<file path="src/rtl/ictrl_pkg.sv">
// Shared definitions for the irq_ctrl_n interrupt controller: source indices,
// register word indices (io_addr[11:2]) and CPSR mode constants.
package ictrl_pkg;

  typedef enum logic [3:0] {
    IRQ_VBLANK  = 4'd0,
    IRQ_HBLANK  = 4'd1,
    IRQ_VCOUNT  = 4'd2,
    IRQ_TIMER0  = 4'd3,
    IRQ_TIMER1  = 4'd4,
    IRQ_TIMER2  = 4'd5,
    IRQ_TIMER3  = 4'd6,
    IRQ_SERIAL  = 4'd7,
    IRQ_DMA0    = 4'd8,
    IRQ_DMA1    = 4'd9,
    IRQ_DMA2    = 4'd10,
    IRQ_DMA3    = 4'd11,
    IRQ_KEYPAD  = 4'd12,
    IRQ_GAMEPAK = 4'd13
  } irq_src_e;

  typedef enum logic {
    SRC_EDGE  = 1'b0,
    SRC_LEVEL = 1'b1
  } src_mode_t;

  // Byte addresses 0x200, 0x204, 0x208 expressed as word indices.
  localparam logic [9:0] IE_IF_IDX   = 10'h080;
  localparam logic [9:0] WAITCNT_IDX = 10'h081;
  localparam logic [9:0] IME_IDX     = 10'h082;

  localparam logic [4:0] CPSR_IRQ = 5'b10010;

endpackage

</file>
<file path="src/rtl/irq_src_capture.sv">
// One interrupt source: edge-history flop plus its sticky IF bit with
// write-1-to-clear; a new event always beats a simultaneous clear.
module irq_src_capture
  import ictrl_pkg::*;
(
  input  logic      clock,
  input  logic      reset_n,
  input  src_mode_t mode,
  input  logic      src,
  input  logic      clr,
  output logic      q
);

  logic src_q;
  logic if_q;
  logic if_d;
  logic evt;

  assign evt  = (mode == SRC_LEVEL) ? src : (src & ~src_q);
  assign if_d = evt | (if_q & ~clr);

  // NOTE: state registers use non-blocking assignments so every flop samples
  // pre-edge values regardless of process ordering.
  always_ff @(posedge clock) begin
    if (!reset_n) begin
      src_q <= 1'b0;
      if_q  <= 1'b0;
    end else begin
      src_q <= src;
      if_q  <= if_d;
    end
  end

  assign q = if_q;

endmodule

</file>
<file path="src/rtl/irq_ctrl_n.sv">
// Interrupt controller top: IE/IF/IME/WAITCNT IO registers, priority encoder
// and registered active-low nIRQ. Define ICTRL_IRQ_DELAY_EN to insert an
// IRQ_DELAY-stage shift register ahead of the nIRQ flop.
module irq_ctrl_n
  import ictrl_pkg::*;
#(
  parameter int unsigned NUM_SRC    = 14,
  parameter logic [15:0] LEVEL_MASK = 16'h0000,
  parameter int unsigned IRQ_DELAY  = 2
) (
  input  logic               clock,
  input  logic               reset_n,
  input  logic [NUM_SRC-1:0] src,
  input  logic [4:0]         cpu_mode,
  input  logic [11:0]        io_addr,
  input  logic               io_write,
  input  logic [3:0]         io_be,
  input  logic [31:0]        io_wdata,
  output logic [31:0]        io_rdata,
  output logic               io_hit,
  output logic               nIRQ,
  output logic               irq_pending,
  output logic [3:0]         irq_id
);

  if (NUM_SRC < 1 || NUM_SRC > 16) begin : g_bad_num_src
    $error("irq_ctrl_n: NUM_SRC must be 1..16");
  end
  if (IRQ_DELAY < 1 || IRQ_DELAY > 7) begin : g_bad_irq_delay
    $error("irq_ctrl_n: IRQ_DELAY must be 1..7");
  end

  logic [NUM_SRC-1:0] ie_q, ie_d;
  logic [NUM_SRC-1:0] if_bits, if_clr, pend;
  logic [31:0]        waitcnt_q, waitcnt_d;
  logic               ime_q, ime_d;
  logic               nirq_q, irq_term;
  logic               hit_ie_if, hit_waitcnt, hit_ime;
  logic [15:0]        ie_rd, if_rd;

  assign hit_ie_if   = (io_addr[1:0] == 2'b00) && (io_addr[11:2] == IE_IF_IDX);
  assign hit_waitcnt = (io_addr[1:0] == 2'b00) && (io_addr[11:2] == WAITCNT_IDX);
  assign hit_ime     = (io_addr[1:0] == 2'b00) && (io_addr[11:2] == IME_IDX);
  assign io_hit      = hit_ie_if | hit_waitcnt | hit_ime;

  for (genvar i = 0; i < NUM_SRC; i++) begin : g_src
    irq_src_capture u_cap (
      .clock   (clock),
      .reset_n (reset_n),
      .mode    (LEVEL_MASK[i] ? SRC_LEVEL : SRC_EDGE),
      .src     (src[i]),
      .clr     (if_clr[i]),
      .q       (if_bits[i])
    );
  end

  // NOTE: every signal driven here gets its default first, so no path through
  // the block can leave a value unassigned and infer a latch.
  always_comb begin
    ie_d      = ie_q;
    waitcnt_d = waitcnt_q;
    ime_d     = ime_q;
    if_clr    = '0;
    if (io_write && hit_ie_if) begin
      for (int i = 0; i < NUM_SRC; i++) begin
        if (io_be[i/8])     ie_d[i]   = io_wdata[i];
        if (io_be[2 + i/8]) if_clr[i] = io_wdata[16 + i];
      end
    end
    if (io_write && hit_waitcnt) begin
      for (int b = 0; b < 4; b++) begin
        if (io_be[b]) waitcnt_d[8*b +: 8] = io_wdata[8*b +: 8];
      end
    end
    if (io_write && hit_ime && io_be[0]) ime_d = io_wdata[0];
  end

  always_ff @(posedge clock) begin
    if (!reset_n) begin
      ie_q      <= '0;
      waitcnt_q <= '0;
      ime_q     <= 1'b0;
    end else begin
      ie_q      <= ie_d;
      waitcnt_q <= waitcnt_d;
      ime_q     <= ime_d;
    end
  end

  assign pend        = ie_q & if_bits;
  assign irq_pending = |pend;

  // Scan downwards so the lowest-numbered pending source is assigned last.
  always_comb begin
    irq_id = 4'd0;
    for (int i = NUM_SRC - 1; i >= 0; i--) begin
      if (pend[i]) irq_id = 4'(i);
    end
  end

  always_comb begin
    ie_rd                = '0;
    if_rd                = '0;
    ie_rd[NUM_SRC-1:0]   = ie_q;
    if_rd[NUM_SRC-1:0]   = if_bits;
    io_rdata             = '0;
    if (hit_ie_if)        io_rdata = {if_rd, ie_rd};
    else if (hit_waitcnt) io_rdata = waitcnt_q;
    else if (hit_ime)     io_rdata = {31'd0, ime_q};
  end

  assign irq_term = ime_q & irq_pending & (cpu_mode != CPSR_IRQ);

`ifdef ICTRL_IRQ_DELAY_EN
  logic [IRQ_DELAY-1:0] dly_q;

  // Stages carry the active-low value, so reset fills them with 1.
  always_ff @(posedge clock) begin
    if (!reset_n) begin
      dly_q  <= '1;
      nirq_q <= 1'b1;
    end else begin
      dly_q[0] <= ~irq_term;
      for (int k = 1; k < IRQ_DELAY; k++) dly_q[k] <= dly_q[k-1];
      nirq_q <= dly_q[IRQ_DELAY-1];
    end
  end
`else
  always_ff @(posedge clock) begin
    if (!reset_n) nirq_q <= 1'b1;
    else          nirq_q <= ~irq_term;
  end
`endif

  assign nIRQ = nirq_q;

endmodule

</file>
<file path="config.mk">
export PLATFORM = sky130hd
export DESIGN_NAME = irq_ctrl_n
export DESIGN_NICKNAME = d
export VERILOG_FILES = /design/src/rtl/ictrl_pkg.sv /design/src/rtl/irq_src_capture.sv /design/src/rtl/irq_ctrl_n.sv
export SDC_FILE = /design/constraint.sdc
export NUM_CORES = 1
export LEC_CHECK = 0
export ABC_AREA = 1
export BUFFER_PORTS_ARGS = -buffer_cell sky130_fd_sc_hd__buf_4
export CAP_MARGIN = 10
export CORE_MARGIN = 4
export CORE_UTILIZATION = 45
export CTS_CLUSTER_DIAMETER = 40
export DETAILED_ROUTE_END_ITERATION = 6
export PLACE_DENSITY = 0.74
export SLEW_MARGIN = 40
export SYNTH_ARGS = -nofsm -noshare
export SYNTH_HDL_FRONTEND = slang
export SYNTH_SLANG_ARGS = --single-unit
</file>
<file path="constraint.sdc">
create_clock -name clock -period 2.05 [get_ports clock]
set_input_delay 0.1025 -clock clock [delete_from_list [all_inputs] [get_ports clock]]
set_output_delay 0.1025 -clock clock [all_outputs]
set_load 0.01 [all_outputs]
</file>
==> results by group <==
Die
  – Die ar.: 8690 µm²
  – Cell row count: 30
  – Die width: roughly 93 µm
  – Die height: 93.2 µm
  – I/O pins: 109
  – Starting Density: 0.473
  – Placeable Area: around 7000 µm²

Layout
  – Ratio of cells with drive above 1 in the final layout: 0.249
  – Layout area overhead: 37.8%
  – Final #Nets: 638
  – Antenna diodes: 0
  – Commonest non-fill, non-tap cells in the layout: 116 x buf_4, 83 x nand2_1, 76 x dfxtp_1
  – Design area: 4500 µm²
  – Commonest non-fill, non-tap cell in the layout: buf_4

Critical path
  – Crit. End Element: output pin
  – Worst-path maximum fanout: 3
  – R2R Path Start: g_src[10].u_cap.q
  – R2R depth: 5
  – Critical path endpoint: irq_id[0]
  – WS Path Type: reg2out
  – Worst EP arrival: 1.64 ns
  – Worst Setup Start Kind: flip-flop
  – CP Launch Point: g_src[13].u_cap.q
  – Flop2flop setup slack: 0.94 ns
  – R2R Path End: nIRQ
  – Req. time, crit path: roughly 2.0 ns

Synthesis
  – Area share of the largest cell type after synthesis: 0.466
  – Distinct cells, synth: 28
  – Syn Inst Count: 446
  – #FFs+latches synth: 76
  – Post-synthesis sequential area ratio: 0.466
  – Post-synthesis mux area share: 0
  – Synthesized area: 3270 µm²
  – Simple-gate share of the synthesized area: 0.205
  – XOR/XNOR Fraction of Synth Area: 0
  – Complex-gate fraction of the synthesized area: 0.223
  – Top area cells in the synthesized netlist: dfxtp_1 47%, o21ai_0 10%, nand2_1 9.5%
  – Leading area contributor after synthesis: dfxtp_1
  – Largest family of logic cells by synthesized area: compound AO/OA/AOI/OAI gates
  – Mean Syn Cell Area: approximately 7.3 µm²
  – Syn nets: 516
  – Ys Warns: 0
  – Post-synthesis adder-cell area fraction: 0

GRT
  – Grt ovf: 0
  – Vias in the first global route: 3160
  – First-pass GRT wire length: approximately 14000 µm
  – GRT Total Usage: 0.207
  – Initial antenna violation count: 0
  – Largest net degree at the start of global routing: 53

STA
  – Final worst path period share: 0.852
  – Slew Limit Fails: 0
  – Worst-margin pin slew: 0.752 ns
  – Minimum clock period: about 1.7 ns
  – Final Hold Viols: 0
  – RSZ-0062 raised after global routing: no
  – TNS Setup: 0 ns
  – Max Clock Freq: approximately 570 MHz
  – Clk_skew: 0.00917 ns
  – Final setup viols: 0
  – Relative slew slack: 0.495

Clock network
  – CTS tree: yes
  – Total CTS buffers: 9
  – Post-cts resize count: 0
  – Worst-Skew Late Latency: 0.34 ns
  – TritonCTS Sinks: 76
  – CTS clk-pin slew, worst paths: 0.08 ns
  – H-tree levels: 3
  – CTS Buffer Depth: 2
  – # Post-CTS Setup Buffers: 0
  – Root Driver: clkbuf_8

Status
  – Status: complete, no violations

Route
  – Antenna viol nets, final: 0
  – Vias: 3441
  – DR pass1 iterations: 4
  – DR iter-0 viols: 178
  – WL per Instance: 13.6 µm
  – Drt drc: 0
  – Routed wire length: 9040 µm
  – Via/cell ratio: just over 5

Min path
  – HP Class: in2reg

Placed design
  – GPL Wtd Cong: 0.842
  – Hpwl dp: 6560 µm
  – Buffers on Ports: 108
  – Placed cell area: 4160 µm²

Run
  – Max-Cap Viols: 0

Power
  – Power Total: around 0.0030 W
  – Peak supply drop: 0.000460 V
  – Static leakage: 2.04 nW
  – PD cells: 663 nW/µm²
-- registers in the layout (all words and copies together), names as in the netlist --
register           cells
g_src.u_cap.src_q     14
ime_q                  1
waitcnt_q             32
g_src.u_cap.q         14
ie_q                  14
nIRQ                   1
-- worst max-delay path: stages (launching register included) --
cell and delay [ns]:
dfxtp_1 0.36, nand2_1 0.08, inv_1 0.05, nand2_1 0.04, nand2_1 0.05, nand2_1 0.04
nand2_1 0.05, nand2_1 0.05, nand2_1 0.05, nand2_1 0.04, nand2_1 0.05, nand2_1 0.04
nand2_1 0.05, nand2_1 0.04, a21oi_1 0.15, buf_4 0.15
-- power breakdown --
group          switching, W  internal (W)
Sequential        0.0000294       0.00152
Combinational      0.000110      0.000137
Clock              0.000521      0.000670
Total              0.000661       0.00232
-- routing by layer --
metal,vias to the layer above,GRT usage,share of wire
li1,1720,-,-
met1,1578,0.275,0.45
met2,137,0.329,0.45
met3,6,0.0563,0.095
met4,0,0.0623,0.0077
met5,-,0,0
-- area by class of cell --
type                    count  area, µm²
clock buffers               9        124
flip-flops and latches     76       1520
repair buffers            130       1010
well taps                  96        120
fillers                   652       2400
inverters                  65        248
multi-input cells         286       1400
clock inverters             5       78.8
-- synth_stat cells (all sizes together) --
library cell / instances
dfxtp: 76
a32o: 2
o22ai: 20
inv: 63
a31oi: 1
nor2: 26
o21ai: 71
a21oi: 42
nand3: 7
nor3: 19
nor4: 2
nand2: 88
nand4: 6
o21bai: 1
or2: 1
clkinv: 2
clkbuf: 12
buf: 7
-- per-stage QoR --
stage	hold WS (ns)	util	instances	setup WS (ns)
2_1_floorplan	0.214	-	446	0.625
3_3_place_gp	0.307	0.602	639	0.374
3_5_place_dp	0.310	0.602	639	0.298
4_1_cts	0.00864	0.652	667	0.279
5_1_grt	0.0164	0.652	667	0.0428
6_report	0.0210	0.652	667	0.303
-- worst min path at each step --
| stage | startpoint | to | slack [ns] | cells past startpoint |
|---|---|---|---|---|
| after floorplan | src[0] | g_src[0].u_cap.src_q | 0.21 | 2 |
| after global placement | src[13] | g_src[13].u_cap.src_q | 0.31 | 3 |
| after detailed placement | src[10] | g_src[10].u_cap.src_q | 0.31 | 3 |
| after CTS | io_wdata[14] | waitcnt_q[14] | 0.009 | 3 |
| after global routing | io_wdata[31] | waitcnt_q[31] | 0.02 | 3 |
| final | io_wdata[30] | waitcnt_q[30] | 0.02 | 3 |
-- cell families after synthesis --
| logic type | Yosys count |
|---|---|
| buffers and inverters | 84 |
| and+or+nand+nor | 149 |
| AOI/OAI and AO/OA | 137 |
| DFF | 76 |
-- timing repair --
action	CTS	global route
setup endpoints to repair	0	0
hold buffers	14	0
endpoints found under the hold margin	14	0
Note: power is estimated with default switching activity, not from simulation.
